## src/rtl/ifu_pkg.sv

```systemverilog
// Shared definitions for the instruction prefetch front end: FSM encodings and
// the field layout of a prefetch FIFO entry {pc, data, fault}.
package ifu_pkg;

    typedef enum logic [0:0] {
        IfuStRun   = 1'b0,
        IfuStFault = 1'b1
    } ifu_state_e;

    // Entry layout, LSB first: fault bit, then instruction word, then PC.
    localparam int unsigned IfuFaultBit = 0;
    localparam int unsigned IfuDataLsb  = 1;

    function automatic int unsigned ifu_pc_lsb(input int unsigned xlen);
        return IfuDataLsb + xlen;
    endfunction

endpackage

```

## src/rtl/ifu_fifo.sv

```systemverilog
// Synchronous prefetch FIFO with single-cycle flush and occupancy count.
// DEPTH must be a power of two so the pointers wrap naturally.
module ifu_fifo
    import ifu_pkg::*;
#(
    parameter int unsigned WIDTH = 65,
    parameter int unsigned DEPTH = 4,
    localparam int unsigned CW   = $clog2(DEPTH + 1)
) (
    input  logic             clk,
    input  logic             rst_n,
    input  logic             flush,
    input  logic             push,
    input  logic [WIDTH-1:0] wdata,
    input  logic             pop,
    output logic [WIDTH-1:0] rdata,
    output logic [CW-1:0]    count,
    output logic             empty
);

    localparam int unsigned AW = (DEPTH > 1) ? $clog2(DEPTH) : 1;

    logic [WIDTH-1:0] mem_q [DEPTH];
    logic [AW-1:0]    wr_ptr_q;
    logic [AW-1:0]    rd_ptr_q;
    logic [CW-1:0]    count_q;
    logic             full;
    logic             do_push;
    logic             do_pop;

    assign empty   = (count_q == '0);
    assign full    = (count_q == CW'(DEPTH));
    assign do_pop  = pop && !empty;
    // A pop frees the slot in the same cycle, so push at full is legal then.
    assign do_push = push && (!full || do_pop);
    assign rdata   = mem_q[rd_ptr_q];
    assign count   = count_q;

    always_ff @(posedge clk or negedge rst_n) begin
        if (!rst_n) begin
            wr_ptr_q <= '0;
            rd_ptr_q <= '0;
            count_q  <= '0;
        end else if (flush) begin
            wr_ptr_q <= '0;
            rd_ptr_q <= '0;
            count_q  <= '0;
        end else begin
            if (do_push) begin
                wr_ptr_q <= wr_ptr_q + AW'(1);
            end
            if (do_pop) begin
                rd_ptr_q <= rd_ptr_q + AW'(1);
            end
            count_q <= count_q + CW'(do_push) - CW'(do_pop);
        end
    end

    always_ff @(posedge clk) begin
        if (do_push && !flush) begin
            mem_q[wr_ptr_q] <= wdata;
        end
    end

endmodule

```

## src/rtl/ifu_prefetch.sv

```systemverilog
// Instruction fetch front end: sequential fetch, PC-tagged prefetch FIFO, redirect flush.
// Define IFU_MISALIGN_EN to trap misaligned redirect targets in a FAULT state.
module ifu_prefetch
    import ifu_pkg::*;
#(
    parameter int unsigned     XLEN            = 32,
    parameter logic [XLEN-1:0] RESET_PC        = '0,
    parameter int unsigned     FIFO_DEPTH      = 4,
    parameter int unsigned     MAX_OUTSTANDING = 2
) (
    input  logic            clk,
    input  logic            rst_n,
    input  logic            redirect_valid,
    input  logic [XLEN-1:0] redirect_pc,
    output logic            mem_instr_valid,
    input  logic            mem_instr_ready,
    output logic [XLEN-1:0] mem_instr_addr,
    input  logic [XLEN-1:0] mem_instr_data,
    input  logic            mem_instr_resp,
    output logic            instr_valid,
    input  logic            instr_ready,
    output logic [XLEN-1:0] instr_data,
    output logic [XLEN-1:0] instr_pc,
    output logic            instr_fault
);

    localparam int unsigned EntryW = 2 * XLEN + 1;
    localparam int unsigned PcLsb  = ifu_pc_lsb(XLEN);
    localparam int unsigned CntW   = $clog2(FIFO_DEPTH + 1);
    localparam int unsigned SumW   = CntW + 1;

    logic              run_en_q;
    logic [XLEN-1:0]   fetch_pc_q, fetch_pc_d;
    logic [XLEN-1:0]   resp_pc_q, resp_pc_d;
    logic [CntW-1:0]   inflight_q, inflight_d;
    logic [CntW-1:0]   drop_q, drop_d;
    logic [CntW-1:0]   fifo_count;
    logic              fifo_empty;
    logic              fifo_push;
    logic              fifo_pop;
    logic [EntryW-1:0] fifo_wdata;
    logic [EntryW-1:0] fifo_rdata;
    logic [XLEN-1:0]   tgt_pc;
    logic [SumW-1:0]   credit_sum;
    logic              in_run;
    logic              fault_push;
    logic              accept;
    logic              resp_ok;
    logic              resp_keep;

`ifdef IFU_MISALIGN_EN
    ifu_state_e state_q, state_d;
    logic       tgt_misalign;

    assign tgt_misalign = (redirect_pc[1:0] != 2'b00);
    assign tgt_pc       = redirect_pc;
    assign in_run       = (state_q == IfuStRun);
    // The flush empties the FIFO, so "empty in FAULT" means the marker is not yet pushed.
    assign fault_push   = !in_run && fifo_empty && !redirect_valid;

    always_ff @(posedge clk or negedge rst_n) begin
        if (!rst_n) begin
            state_q <= IfuStRun;
        end else begin
            state_q <= state_d;
        end
    end

    always_comb begin
        state_d = state_q;
        if (redirect_valid) begin
            state_d = tgt_misalign ? IfuStFault : IfuStRun;
        end
    end

    assign instr_fault = !fifo_empty && fifo_rdata[IfuFaultBit];
`else
    logic unused_fault_bit;

    assign tgt_pc           = redirect_pc & ~XLEN'(3);
    assign in_run           = 1'b1;
    assign fault_push       = 1'b0;
    assign instr_fault      = 1'b0;
    assign unused_fault_bit = fifo_rdata[IfuFaultBit];
`endif

    always_comb begin
        credit_sum      = SumW'(fifo_count) + SumW'(inflight_q);
        // Counting in-flight requests against free slots guarantees every response has room.
        mem_instr_valid = run_en_q && in_run && !redirect_valid
                          && (inflight_q < CntW'(MAX_OUTSTANDING))
                          && (credit_sum < SumW'(FIFO_DEPTH));
        accept          = mem_instr_valid && mem_instr_ready;
        resp_ok         = mem_instr_resp && ((inflight_q != '0) || accept);
        resp_keep       = resp_ok && (drop_q == '0) && !redirect_valid && in_run;

        inflight_d = inflight_q + CntW'(accept) - CntW'(resp_ok);
        drop_d     = drop_q;
        if (resp_ok && (drop_q != '0)) begin
            drop_d = drop_q - CntW'(1);
        end

        fetch_pc_d = fetch_pc_q;
        if (accept) begin
            fetch_pc_d = fetch_pc_q + XLEN'(4);
        end
        resp_pc_d = resp_pc_q;
        if (resp_keep) begin
            resp_pc_d = resp_pc_q + XLEN'(4);
        end

        if (redirect_valid) begin
            fetch_pc_d = tgt_pc;
            resp_pc_d  = tgt_pc;
            drop_d     = inflight_d;
        end

        fifo_push                       = resp_keep || fault_push;
        fifo_wdata                      = '0;
        fifo_wdata[PcLsb +: XLEN]       = resp_pc_q;
        if (fault_push) begin
            fifo_wdata[IfuFaultBit]     = 1'b1;
        end else begin
            fifo_wdata[IfuDataLsb +: XLEN] = mem_instr_data;
        end

        instr_valid = !fifo_empty && !redirect_valid;
        // The fault marker stays at the head until the next redirect.
        fifo_pop    = instr_valid && instr_ready && in_run;
    end

    always_ff @(posedge clk or negedge rst_n) begin
        if (!rst_n) begin
            run_en_q   <= 1'b0;
            fetch_pc_q <= RESET_PC;
            resp_pc_q  <= RESET_PC;
            inflight_q <= '0;
            drop_q     <= '0;
        end else begin
            run_en_q   <= 1'b1;
            fetch_pc_q <= fetch_pc_d;
            resp_pc_q  <= resp_pc_d;
            inflight_q <= inflight_d;
            drop_q     <= drop_d;
        end
    end

    assign mem_instr_addr = fetch_pc_q;
    assign instr_data     = fifo_empty ? '0 : fifo_rdata[IfuDataLsb +: XLEN];
    assign instr_pc       = fifo_empty ? '0 : fifo_rdata[PcLsb +: XLEN];

    ifu_fifo #(
        .WIDTH (EntryW),
        .DEPTH (FIFO_DEPTH)
    ) u_fifo (
        .clk   (clk),
        .rst_n (rst_n),
        .flush (redirect_valid),
        .push  (fifo_push),
        .wdata (fifo_wdata),
        .pop   (fifo_pop),
        .rdata (fifo_rdata),
        .count (fifo_count),
        .empty (fifo_empty)
    );

endmodule

```

## config.mk

```make
export PLATFORM = sky130hd
export DESIGN_NAME = ifu_prefetch
export DESIGN_NICKNAME = d
export VERILOG_FILES = /design/src/rtl/ifu_pkg.sv /design/src/rtl/ifu_fifo.sv /design/src/rtl/ifu_prefetch.sv
export SDC_FILE = /design/constraint.sdc
export NUM_CORES = 1
export LEC_CHECK = 0
export BUFFER_PORTS_ARGS = -buffer_cell sky130_fd_sc_hd__buf_2
export CORE_MARGIN = 2
export CORE_UTILIZATION = 45
export CTS_CLUSTER_SIZE = 12
export DETAILED_ROUTE_END_ITERATION = 10
export PLACE_DENSITY_LB_ADDON = 0.05
export SETUP_SLACK_MARGIN = 0.2
export SKIP_CTS_REPAIR_TIMING = 1
export SLEW_MARGIN = 40
export SYNTH_ARGS = -nofsm -noshare
export SYNTH_HDL_FRONTEND = slang
export SYNTH_SLANG_ARGS = --single-unit
```

## constraint.sdc

```tcl
create_clock -name clk -period 3.5 [get_ports clk]
set_input_delay 0.175 -clock clk [delete_from_list [all_inputs] [get_ports clk]]
set_output_delay 0.175 -clock clk [all_outputs]
set_load 0.005 [all_outputs]
```

==> Yosys cells after proc, flatten, opt, wreduce, memory -nomap -nowiden <==
Memory sizes are Yosys's and may differ from the RTL's.
Index checks and enable logic that the tools add are counted.
{ "op_classes": {"n_addsub": 10, "magnitude_cmp": 2, "eq_ne": 1, "n_mux": 15, "n_reduce_logical": 27} }
{ "ops": {"columns": ["cell", "count"], "rows": [
  ["$mux 32", 6],
  ["$add 32x3->32 const B", 2],
  ["$logic_and 1x1->1", 13],
  ["$reduce_bool 2->1", 5],
  ["$mux 3", 3],
  ["$mux 2", 4],
  ["$add 3x1->3", 2],
  ["$logic_not 3->1", 2],
  ["$reduce_bool 3->1", 2],
  ["$sub 3x1->3", 2],
  ["$add 2x1->2 const B", 2],
  ["$add 3x3->4", 1],
  ["$lt 4x3->1 const B", 1],
  ["$eq 3x3->1 const B", 1],
  ["$logic_not 1->1", 3],
  ["$lt 3x2->1 const B", 1],
  ["$sub 3x1->3 const B", 1],
  ["$logic_or 1x1->1", 2],
  ["$mux 1", 2]
]} }
{ "word_totals": {"register_bits": 78, "ramBits": 256, "inputBits": 70, "word_cells": 64, "mem_count": 1} }
{ "memory_table": {"columns": ["name", "depth", "word_bits", "read_ports", "rd_clocked_by_memory_dff", "write_ports", "line_no", "rtl"], "rows": [
  ["u_fifo.mem_q", 4, 64, 1, 0, 1, "ifu_fifo.sv:23", "logic [WIDTH-1:0] mem_q [DEPTH];"]
]} }

==> Longest topological paths before layout <==
Gate-level depths: netlist of run 1.
{ "depth": {"ltp_word": 13, "mapped_depth": 15} }

==> Hierarchy <==
A second synthesis of run 1 with hierarchy kept.
{ "hier_totals": {"hier_cells": 905, "hier_area_um2": 14392.6} }
{ "by_module_without_submodules": {"columns": ["module", "instances", "cells_each", "area_each_um2", "seq_area_each_um2"], "rows": [
  ["ifu_fifo", 1, 384, 9874.5, 7982.7],
  ["ifu_prefetch", 1, 521, 4518.1, 1676.6]
]} }

==> Worst setup path before layout of run 1 <==
OpenSTA, ideal clock, no wires.
{ "synth_timing": {"path_type": "flip-flop to flip-flop", "startpoint": "register u_fifo.count_q[2] (netlist: u_fifo.count[2])", "endpoint": "memory u_fifo.mem_q[1][0] in the netlist's numbering, enable pin", "setup_ns": 0.426, "arrival_ns": 3.167, "required_ns": 3.074, "path_slack_ns": -0.094, "stages_incl_launch_ff": 8, "synth_period_minus_slack_ns": 3.594, "cell_sequence": "dfrtp_1 -> ha_1 -> nor4b_4 -> a32o_1 -> buf_4 -> nand2_2 -> nor3_4 -> and2_1"} }
{ "synth_via": {"elab_chain_cells": 12, "word_cells_on_any_way": 20} }
{ "synth_lines": {"columns": ["element", "line_no", "rtl"], "rows": [
  ["from (decl)", "ifu_fifo.sv:26", "logic [CW-1:0] count_q;"],
  ["from (signal assigned)", "ifu_fifo.sv:55", "count_q <= count_q + CW'(do_push) - CW'(do_pop);"],
  ["$add 3x3->4", "ifu_prefetch.sv:88", "credit_sum = SumW'(fifo_count) + SumW'(inflight_q);"],
  ["$lt 4x3->1", "ifu_prefetch.sv:92", "&& (credit_sum < SumW'(FIFO_DEPTH));"],
  ["$logic_and 1x1->1", "ifu_prefetch.sv:92", null],
  ["$logic_and 1x1->1", "ifu_prefetch.sv:93", "accept = mem_instr_valid && mem_instr_ready;"],
  ["$logic_or 1x1->1", "ifu_prefetch.sv:94", "resp_ok = mem_instr_resp && ((inflight_q != '0) || accept);"],
  ["$logic_and 1x1->1", "ifu_prefetch.sv:94", null],
  ["$logic_and 1x1->1 (2 in a row)", "ifu_prefetch.sv:95", "resp_keep = resp_ok && (drop_q == '0) && !redirect_valid && in_run;"],
  ["$logic_and 1x1->1 (*)", "ifu_fifo.sv:35", "assign do_push = push && (!full || do_pop);"],
  ["$logic_and 1x1->1 (*)", "ifu_fifo.sv:60", "if (do_push && !flush) begin"],
  ["$mux 1 (*)", "ifu_fifo.sv:60", null],
  ["$mux 1 (not written as such) (*)", "ifu_fifo.sv:61", "mem_q[wr_ptr_q] <= wdata;"],
  ["to (decl)", "ifu_fifo.sv:23", null]
]} }
Mark *: on every way between the ends. The rest lies on a longest branch, timed or not.

==> Worst setup path after layout of run 1 <==
{ "layout_timing": {"startpoint": "register u_fifo.count_q[1] (netlist: u_fifo.count[1])", "endpoint": "memory u_fifo.mem_q[3][14] in the netlist's numbering, enable pin"} }
Same word-level chain as after synthesis.

==> summary.md, run 1 <==
| Metric | Value |
|---|---|
| Run status | complete, no violations |
| Final nets | ~1200 |
| Critical path required time | 3.69 ns |
| DRT Pass-1 Iters | 5 |
| Pwr dens | roughly 610 nW/µm² |
| Main synth FF type | edfxtp_1 |
| Vias | just over 8000 |
| Core Rows | 64 |
| Die Y | around 180 µm |
| Worst Reg-to-Reg Cells | 7 |
| RSZ-0062 raised after global routing | no |
| Critical path endpoint category | flop |
| Synth-to-layout area growth | 22.1% |
| Critical path type | flop to flop |
| MaxCap Viol Count | 0 |
| Post-DP HPWL | about 17 mm |
| Setup Total Neg Slack | 0 ns |
| Root buf cell | clkbuf_16 |
| Post-synth EDFFs | 248 |
| Setup crit end | u_fifo.mem_q[3][14]$_DFFE_PP_ |
| Vias per cell | 5.32 |
| Switch share | 0.263 |
| Worst path arrival time | approximately 3 ns |
| Setup slack, reg-to-reg | between 0.6 and 0.7 ns |
| Slew HR | 0.512 |
| Clock buffer depth | 3 |
| Setup WS pre-CTS | a little over 0.6 ns |
| Remaining antenna violation count | 0 |
| Share of layout cells above drive strength 1 | 0.285 |
| Core Area | between 30000 and 40000 µm² |
| Tot GR Track Use | 0.181 |
| Crit Path Max Fanout | 29 |
| Clk_lat worst skew | roughly 0.50 ns |
| Ys async rst share | 0.230 |
| Post-synth cell types | 60 |
| CP startpoint | u_fifo.count[1]$_DFF_PN0_ |
| Post-synthesis instance total | slightly below 900 |
| Final setup vio count | 0 |
| RR Endpoint | u_fifo.mem_q[3][14]$_DFFE_PP_ |
| Count of state elements after synthesis | 322 |
| Register Area | 9300 µm² |
| Slew Limit Fails | 0 |
| Worst slew pin tran | approximately 0.73 ns |
| Combinational share of power | 0.208 |
| CTS tree | yes |
| Vias in the first global route | just under 8000 |
| Initial core utilization | 0.454 |
| Cell Int Power | about 7.5 mW |
| Sw Pwr | roughly 2.7 mW |
| Final GP Congestion | between 0.7 and 0.8 |
| Yosys synthesis warning count | 0 |
| Clk_skew | 0.0145 ns |
| Largest net degree at the start of global routing | 65 |
| Final Hold Viols | 0 |
| Crit share post-route | 0.812 |
| Ports | 169 |
| GRT overflow | 0 |
| Startpoint types | flop |
| WHS Path Cells | 3 |
| Hold Crit Class | input port to flop |
| Clock sink count | 322 |
| P_leak | around 6.2 nW |
| Total CTS buffers | 36 |
| H-tree levels | 2 |
| DRC | 0 |
| Syn Std Cell Area | 13800 µm² |
| R2R Path Start | u_fifo.count[1]$_DFF_PN0_ |
| VDD IR-drop max | about 0.33 mV |
| DIE WIDTH | 179 µm |
| Post-Route WL | 28.6 mm |
| # fillers | 2520 |
| First DRT Iteration DRCs | 558 |
| Max Freq | between 300 and 400 MHz |
| # diodes | 0 |
| Initial antenna violation count | 0 |
| Min Tclk post-route | between 2 and 3 ns |
| Clock-pin slew on the worst setup and hold paths | 0.06 ns |
| Global-route wire length before repair | roughly 44 mm |
| Reg power frac | 0.450 |
| Total die area | 32100 µm² |
| IO Port Bufs | 161 |
| Routed wire per std cell | 18.7 µm |
| Area of the multi-input gates | 4210 µm² |
| Clk pwr share | 0.342 |
| Seq/Total Area, Yosys | 0.674 |
| Avg Inst Size Synth | approximately 16 µm² |
| Final Worst Setup Slack | about 0.66 ns |
## Yosys cell counts (10+ instances only)
cell type  count  area, µm²
edfxtp_1     248       7450
and2_1        75        469
dfrtp_1       74       1850
mux4_2        62       1400
nand2_1       53        199
clkbuf_1      32        120
nand3_1       32        160
nor2_1        29        109
o21ai_0       28        140
xnor2_1       27        236
inv_1         17       63.8
nand4_1       16        100
ha_1          15        188
buf_2         13       65.1
nor4_1        13       81.3
xor2_1        13        114
a21oi_1       11       55.1
mux2_2        11        124
o21ai_1       10       50.1
## cells by family (layout without fill, tap and decap cells)
family,after synthesis,in the layout,share of synthesized area
buffers and inverters,71,325,0.0227
muxes,80,80,0.115
other,2,6,0.000544
AOI/OAI and AO/OA,77,77,0.0339
and+or+nand+nor,268,268,0.112
xor gates and xnor gates,40,40,0.0254
DFF,322,322,0.674
adders and majority gates,17,17,0.0165
## registers in the layout, indices dropped and copies added, names as in the netlist
| signal | flops |
|---|---|
| resp_pc_q | 30 |
| u_fifo.count | 3 |
| inflight_q | 3 |
| u_fifo.wr_ptr_q | 2 |
| u_fifo.mem_q | 248 |
| run_en_q | 1 |
| drop_q | 3 |
| u_fifo.rd_ptr_q | 2 |
| mem_instr_addr | 30 |
## worst max-delay path, cell delays in order, from the launching register on
cell     delay (ns)
dfrtp_1        0.45
ha_1           0.24
nor4b_4        0.33
a32o_1         0.31
nand2_2        0.12
nor3_4         0.34
and2_2         0.45
buf_12         0.26
## power by group through the flow
stage | combinational (mW) | sequential [mW] | clock [mW]
final | 2.13 | 4.60 | 3.50
after CTS | 2.15 | 4.61 | 3.61
after global placement | 2.14 | 4.68 | 0
after global routing | 2.41 | 4.64 | 3.76
after floorplan | 1.41 | 4.55 | 0
after detailed placement | 2.14 | 4.68 | 0
## per-layer routing
metal,track usage,vias up,routed length (µm)
met1,0.262,4076,13200
met2,0.291,231,13700
li1,-,3803,-
met5,0,-,0
met4,0.0400,0,354
met3,0.0274,28,1390
## final cells by class
cell class | instances | area share
clock buffers | 50 | 0.0584
clock inverters | 13 | 0.00698
inverters | 18 | 0.00401
multi-input cells | 488 | 0.250
flip-flops and latches | 322 | 0.552
well taps | 396 | 0.0294
repair buffers | 244 | 0.0995
## worst min-delay path by stage
stage                         from                        endpoint  slack, ns
global placement             rst_n  mem_instr_addr[21]$_DFFE_PN0N_       0.34
floorplan                    rst_n           drop_q[0]$_DFFE_PN0P_      -0.12
detailed placement           rst_n  mem_instr_addr[21]$_DFFE_PN0N_       0.21
finish              redirect_pc[5]   mem_instr_addr[5]$_DFFE_PN0N_       0.05
global route        redirect_pc[5]   mem_instr_addr[5]$_DFFE_PN0N_       0.08
CTS                          rst_n       resp_pc_q[28]$_DFFE_PN0N_      -0.32
## metrics by stage
| step | instance area, µm² | cells | hold slack [ns] | utilization | power (mW) |
|---|---|---|---|---|---|
| floorplan | 13800 | 881 | -0.121 | - | 5.96 |
| global placement | 15100 | 1406 | 0.342 | 0.497 | 6.82 |
| detailed placement | 15100 | 1406 | 0.212 | 0.497 | 6.83 |
| CTS | 16200 | 1469 | -0.319 | 0.534 | 10.4 |
| global route | 16900 | 1531 | 0.0757 | 0.554 | 10.8 |
| finish | 16900 | 1531 | 0.0467 | 0.554 | 10.2 |
## cells in the final DEF, fill, tap and decap left out, types with 14 or more instances in the layout
cell / n
and2_1: 71
buf_2: 160
buf_4: 14
clkbuf_16: 37
dfrtp_1: 72
dlygate4sd3_1: 62
edfxtp_1: 248
ha_1: 15
inv_1: 17
mux4_2: 62
nand2_1: 53
nand3_1: 32
nand4_1: 16
nor2_1: 29
o21ai_0: 28
xnor2_1: 27
Power figures use the tool's default switching activity.
==> inputs of run 2 (changes only) <==
- clock period: 3.5 -> 2.73 ns (I/O delays scaled with it)
==> summary.md, run 2 (synthesized netlist as in run 1, its figures left out) <==
| Metric | Value |
|---|---|
| Crit path buf inv count | 3 (was 1) |
| Final setup vio count | 0 (unchanged) |
| RSZ-0062 raised after global routing | yes (was no) |
| CTS tree | yes (unchanged) |
| Initial antenna violation count | 0 (unchanged) |
| DIE WIDTH | 179 µm (unchanged) |
| Final nets | 1239 (was 1197) |
| Final Worst Setup Slack | 0.255 ns (was 0.657 ns) |
| Setup WS pre-CTS | 0.0678 ns (was 0.608 ns) |
| Leading cell type in the layout, fill and taps excluded | edfxtp_1 (unchanged) |
| Global-route wire length before repair | 45.8 mm (was 44.2 mm) |
| Critical path type | flop to flop (unchanged) |
| Initial core utilization | 0.454 (unchanged) |
| Clock buffer depth | 3 (unchanged) |
| MaxCap Viol Count | 0 (unchanged) |
| Critical path endpoint category | flop (unchanged) |
| Tot GR Track Use | 0.187 (was 0.181) |
| Register Area | 9310 µm² (was 9300 µm²) |
| First DRT Iteration DRCs | 528 (was 558) |
| Vias | 8230 (was 8138) |
| Sw Pwr | 3.59 mW (was 2.69 mW) |
| Final GP Congestion | 0.788 (was 0.776) |
| Placed Cells | 1425 (was 1406) |
| Setup Total Neg Slack | 0 ns (unchanged) |
| Worst path arrival time | 2.86 ns (was 3.04 ns) |
| Share of layout cells above drive strength 1 | 0.321 (was 0.285) |
| Crit-path leading delay family | adder cells (was simple AND/OR/NAND/NOR gates) |
| Combinational share of power | 0.226 (was 0.208) |
| Critical path required time | 3.11 ns (was 3.69 ns) |
| Startpoint types | flop (unchanged) |
| Total die area | 32100 µm² (unchanged) |
| Total CTS buffers | 36 (unchanged) |
| Die Y | 179 µm (unchanged) |
| Min Tclk post-route | 2.48 ns (was 2.84 ns) |
| Area of the multi-input gates | 4280 µm² (was 4210 µm²) |
| Crit share post-route | 0.907 (was 0.812) |
| Core Area | 30400 µm² (unchanged) |
| Final Hold Viols | 0 (unchanged) |
| CP cell instances | ha_4 > nor4b_4 > a32o_2 > buf_6 > ha_4 > inv_2 > ha_4 > inv_2 > fa_2 > xor2_2 > nor2_1 > a21oi_1 (was ha_1 > nor4b_4 > a32o_1 > nand2_2 > nor3_4 > and2_2 > buf_12) |
| Reg power frac | 0.435 (was 0.450) |
| Clk_skew | 0.0165 ns (was 0.0145 ns) |
| Vias in the first global route | 8229 (was 7897) |
| GRT overflow | 0 (unchanged) |
| Run status | complete, no violations (unchanged) |
| Root buf cell | clkbuf_16 (unchanged) |
| VDD IR-drop max | 0.464 mV (was 0.332 mV) |
| Clk_lat worst skew | 0.51 ns (was 0.50 ns) |
| Biggest register | u_fifo.mem_q (unchanged) |
| Routed wire per std cell | 19.0 µm (was 18.7 µm) |
| Crit Path Max Fanout | 4 (was 29) |
| Post-Route WL | 29.9 mm (was 28.6 mm) |
| DRC | 0 (unchanged) |
| Non-filler cells, final | 1575 (was 1531) |
| Commonest non-fill, non-tap cells in the layout | 248 x edfxtp_1, 160 x buf_2, 71 x and2_1, 70 x dfrtp_1 (was 248 x edfxtp_1, 160 x buf_2, 72 x dfrtp_1, 71 x and2_1) |
| Vias per cell | 5.23 (was 5.32) |
| Slowest cell on crit path | dfrtp_2 (was dfrtp_1) |
| Remaining antenna violation count | 0 (unchanged) |
| Most common cell on crit path | ha_4 |
| Max FFs per register | 248 (unchanged) |
| IO Port Bufs | 161 (unchanged) |
| Largest net degree at the start of global routing | 65 (unchanged) |
| # diodes | 0 (unchanged) |
| Max stage delay on crit path | 0.44 ns (was 0.45 ns) |
| H-tree levels | 2 (unchanged) |
| Pwr dens | 775 nW/µm² (was 607 nW/µm²) |
| Cell Int Power | 9.89 mW (was 7.54 mW) |
| Core Rows | 64 (unchanged) |
| Switch share | 0.266 (was 0.263) |
| Max Freq | 404 MHz (was 352 MHz) |
| Worst slew pin tran | 0.719 ns (was 0.732 ns) |
| Clock-pin slew on the worst setup and hold paths | 0.06 ns (about the same) |
| WHS | 0.0111 ns (was 0.0467 ns) |
| Clock sink count | 322 (unchanged) |
| Clk pwr share | 0.339 (was 0.342) |
| Slew HR | 0.521 (was 0.512) |
| DRT Pass-1 Iters | 5 (unchanged) |
| P_leak | 6.46 nW (was 6.20 nW) |
| Synth-to-layout area growth | 25.9% (was 22.1%) |
| Post-DP HPWL | 18.6 mm (was 17.3 mm) |
| Ports | 169 (unchanged) |
| Hold Crit Class | input port to flop (unchanged) |
| # fillers | 2491 (was 2520) |
| Slew Limit Fails | 0 (unchanged) |
## run 2: changes by cell type in the layout (fill, tap and decap cells not counted), moves of 4 or more
| cell | change |
|---|---|
| buf_4 | +29 |
| and2_4 | +4 |
| and2_2 | -4 |
| ha_1 | -5 |
| buf_6 | +6 |
| buf_12 | +4 |
## run 2: layout make-up
type,count,share of cell area
Sequential cell,322,0.535
Clock inverter,13,0.00662
Clock buffer,52,0.0571
Multi-Input combinational cell,488,0.246
Inverter,18,0.00403
Tap cell,396,0.0285
Timing Repair Buffer,286,0.122
## run 2: power groups by stage
stage	Sequential, mW	Clock [mW]	Combinational, mW
final	5.87	4.57	3.04
after global routing	5.91	4.89	3.42
after CTS	5.89	4.69	2.87
after detailed placement	5.99	0	2.87
after global placement	5.98	0	2.84
after floorplan	5.84	0	1.85
## run 2: through the flow
step           total power [mW]  utilization  instance area [µm²]
3_5_place_dp               8.85        0.505                15400
6_report                   13.5        0.571                17400
5_1_grt                    14.2        0.571                17400
2_1_floorplan              7.69            -                13900
4_1_cts                    13.5        0.542                16500
3_3_place_gp               8.82        0.505                15400
## run 2: layer usage
metal / part of all wire / vias up / GRT usage
li1: - / 3885 / -
met1: 0.46 / 4107 / 0.262
met2: 0.48 / 202 / 0.305
met3: 0.047 / 36 / 0.0327
met4: 0.016 / 0 / 0.0457
met5: 0 / - / 0
## run 2: worst paths after layout
check                      cells after the start                      startpoint                        endpoint  slack, ns
setup / recovery                              12       u_fifo.count[2]$_DFF_PN0_           drop_q[2]$_DFFE_PN0P_       0.25
hold / removal                                 4                     instr_ready  u_fifo.rd_ptr_q[0]$_DFFE_PN0P_       0.01
setup reg to reg                              12       u_fifo.count[2]$_DFF_PN0_           drop_q[2]$_DFFE_PN0P_       0.25
hold reg to reg                                1  mem_instr_addr[29]$_DFFE_PN0N_  mem_instr_addr[29]$_DFFE_PN0N_       0.53
max in group asynchronous                      3                           rst_n         inflight_q[1]$_DFF_PN0_       1.82
min in group asynchronous                      2                           rst_n  mem_instr_addr[21]$_DFFE_PN0N_       0.22
## run 2: worst register-to-register path: cells and delay by family, from the launching register on
kind,cells,cell delay (ns)
AOI/OAI and AO/OA,2,0.33
and+or+nand+nor,2,0.33
xor gates and xnor gates,1,0.16
adders and majority gates,4,0.89
buffers and inverters,3,0.20
DFF,1,0.44
==> inputs of run 3 (changes only) <==
- CELL_PAD_IN_SITES_DETAIL_PLACEMENT: default -> 2
- CELL_PAD_IN_SITES_GLOBAL_PLACEMENT: default -> 2
- CORE_UTILIZATION: 45 -> 42
- SETUP_SLACK_MARGIN: 0.2 -> default
==> summary.md, run 3 (synthesized netlist as in run 1, its figures left out) <==
| Metric | Value |
|---|---|
| Critical path endpoint category | flop (unchanged) |
| Commonest non-fill, non-tap cells in the layout | 248 x edfxtp_1, 160 x buf_2, 72 x dfrtp_1, 71 x and2_1 (was 248 x edfxtp_1, 160 x buf_2, 71 x and2_1, 70 x dfrtp_1) |
| Slowest cell on crit path | dfrtp_1 (was dfrtp_2) |
| Clk pwr share | 0.330 (was 0.339) |
| Cell Int Power | 9.63 mW (was 9.89 mW) |
| Clock sink count | 322 (unchanged) |
| Global-route wire length before repair | 54.5 mm (was 45.8 mm) |
| Biggest register | u_fifo.mem_q (unchanged) |
| Largest net degree at the start of global routing | 65 (unchanged) |
| Slew HR | 0.586 (was 0.521) |
| Crit-path leading delay family | adder cells (unchanged) |
| Clk_skew | 0.0118 ns (was 0.0165 ns) |
| Slew Limit Fails | 0 (unchanged) |
| Worst path arrival time | 3.03 ns (was 2.86 ns) |
| Crit path buf inv count | 3 (unchanged) |
| Worst Reg-to-Reg Cells | 12 (unchanged) |
| Initial core utilization | 0.425 (was 0.454) |
| DR WL met2 | 19.2 mm (was 14.4 mm) |
| Core Area | 32500 µm² (was 30400 µm²) |
| Max FFs per register | 248 (unchanged) |
| Max stage delay on crit path | 0.41 ns (was 0.44 ns) |
| Vias per cell | 5.29 (was 5.23) |
| Crit Path Max Fanout | 4 (unchanged) |
| Post-Route WL | 37.1 mm (was 29.9 mm) |
| Crit share post-route | 0.969 (was 0.907) |
| CP cell instances | ha_4 > nor4b_4 > and4_4 > inv_4 > ha_4 > inv_2 > ha_4 > inv_2 > fa_2 > xor2_2 > nor2_1 > a21oi_1 (was ha_4 > nor4b_4 > a32o_2 > buf_6 > ha_4 > inv_2 > ha_4 > inv_2 > fa_2 > xor2_2 > nor2_1 > a21oi_1) |
| Final setup vio count | 0 (unchanged) |
| H-tree levels | 2 (unchanged) |
| Reg power frac | 0.436 (was 0.435) |
| Worst slew pin tran | 0.621 ns (was 0.719 ns) |
| Ports | 169 (unchanged) |
| Startpoint types | flop (unchanged) |
| Vias | 8452 (was 8230) |
| IO Port Bufs | 161 (unchanged) |
| Min Tclk post-route | 2.65 ns (was 2.48 ns) |
| Critical path type | flop to flop (unchanged) |
| Routed wire per std cell | 23.2 µm (was 19.0 µm) |
| Total CTS buffers | 36 (unchanged) |
| Total die area | 34300 µm² (was 32100 µm²) |
| First DRT Iteration DRCs | 410 (was 528) |
| Max Freq | 378 MHz (was 404 MHz) |
| Final Hold Viols | 0 (unchanged) |
| Combinational share of power | 0.234 (was 0.226) |
| Initial antenna violation count | 0 (unchanged) |
| Non-filler cells, final | 1598 (was 1575) |
| Synth-to-layout area growth | 24.3% (was 25.9%) |
| Critical path required time | 3.12 ns (was 3.11 ns) |
| Die Y | 185 µm (was 179 µm) |
| Placed Cells | 1473 (was 1425) |
| DRT Pass-1 Iters | 6 (was 5) |
| Leading cell type in the layout, fill and taps excluded | edfxtp_1 (unchanged) |
| M1 wire length | 15.9 mm (was 13.7 mm) |
| CP Depth | 12 (unchanged) |
| Post-DP HPWL | 24.0 mm (was 18.6 mm) |
| Final nets | 1219 (was 1239) |
| Clk_lat worst skew | 0.52 ns (was 0.51 ns) |
| Vias in the first global route | 9332 (was 8229) |
| Clock-pin slew on the worst setup and hold paths | 0.06 ns (about the same) |
| Share of layout cells above drive strength 1 | 0.308 (was 0.321) |
| Most common cell on crit path | ha_4 (unchanged) |
| DRC | 0 (unchanged) |
| DIE WIDTH | 185 µm (was 179 µm) |
| Post-route core utilization | 0.528 (was 0.571) |
| Tot GR Track Use | 0.210 (was 0.187) |
| Remaining antenna violation count | 0 (unchanged) |
| Met3 wire len | 1.33 mm (was 1.40 mm) |
| Final GP Congestion | 0.777 (was 0.788) |
| VDD IR-drop max | 0.354 mV (was 0.464 mV) |
| Sw Pwr | 3.77 mW (was 3.59 mW) |
| MaxCap Viol Count | 0 (unchanged) |
| Switch share | 0.281 (was 0.266) |
| Core Rows | 66 (was 64) |
| WHS | 0.0193 ns (was 0.0111 ns) |
| Root buf cell | clkbuf_16 (unchanged) |
| GRT overflow | 0 (unchanged) |
| WHS Path Cells | 3 (was 4) |
| Hold Crit Class | input port to flop (unchanged) |
| P_leak | 6.30 nW (was 6.46 nW) |
| Overall Power | 13.4 mW (was 13.5 mW) |
| Run status | complete, no violations (unchanged) |
| Setup Total Neg Slack | 0 ns (unchanged) |
| Pwr dens | 781 nW/µm² (was 775 nW/µm²) |
| Highest Signal Layer | met4 (unchanged) |
| Clock buffer depth | 3 (unchanged) |
| # diodes | 0 (unchanged) |
| CTS tree | yes (unchanged) |
run 3: cell type report:
class                           instances  area (µm²)
Tap cell                              442         553
Clock buffer                           50         985
Clock inverter                         12        76.3
Fill cell                            2996       15300
Inverter                               18        70.1
Multi-Input combinational cell        488        4270
Sequential cell                       322        9300
Timing Repair Buffer                  266        1890
run 3: stage by stage:
step           cell area (µm²)  setup WS, ns
2_1_floorplan            13800        -0.196
3_3_place_gp             15400        0.0448
3_5_place_dp             15400       -0.0741
4_1_cts                  16500        -0.144
5_1_grt                  17200       -0.0253
6_report                 17200        0.0848
run 3: routing by layer:
metal  vias to the layer above  track usage
met3                        47       0.0315
met4                         0       0.0489
met5                         -            0
met2                       169        0.369
li1                       3846            -
met1                      4390        0.274
run 3: final timing paths:
path                                                start                              to  slack, ns
setup reg to reg                u_fifo.count[2]$_DFF_PN0_           drop_q[2]$_DFFE_PN0P_       0.08
setup / recovery                u_fifo.count[2]$_DFF_PN0_           drop_q[2]$_DFFE_PN0P_       0.08
hold reg to reg            mem_instr_addr[31]$_DFFE_PN0N_  mem_instr_addr[31]$_DFFE_PN0N_       0.57
min in group asynchronous                           rst_n           drop_q[0]$_DFFE_PN0P_       0.13
hold / removal                             redirect_valid       u_fifo.count[1]$_DFF_PN0_       0.02
max in group asynchronous                           rst_n       resp_pc_q[20]$_DFFE_PN0N_       1.96
run 3: power groups by stage:
| stage | logic, mW | clock network [mW] | registers (mW) |
|---|---|---|---|
| finish | 3.13 | 4.42 | 5.84 |
| global route | 3.49 | 4.69 | 5.88 |
| CTS | 3.06 | 4.53 | 5.83 |
| detailed placement | 3.03 | 0 | 5.93 |
| global placement | 2.93 | 0 | 5.90 |
| floorplan | 1.80 | 0 | 5.83 |
run 3: worst register-to-register path, stage by stage (launching register included):
cell	delay, ns
dfrtp_1	0.41
ha_4	0.26
nor4b_4	0.34
and4_4	0.30
inv_4	0.05
ha_4	0.23
inv_2	0.06
ha_4	0.12
inv_2	0.04
fa_2	0.41
xor2_2	0.17
nor2_1	0.09
a21oi_1	0.05
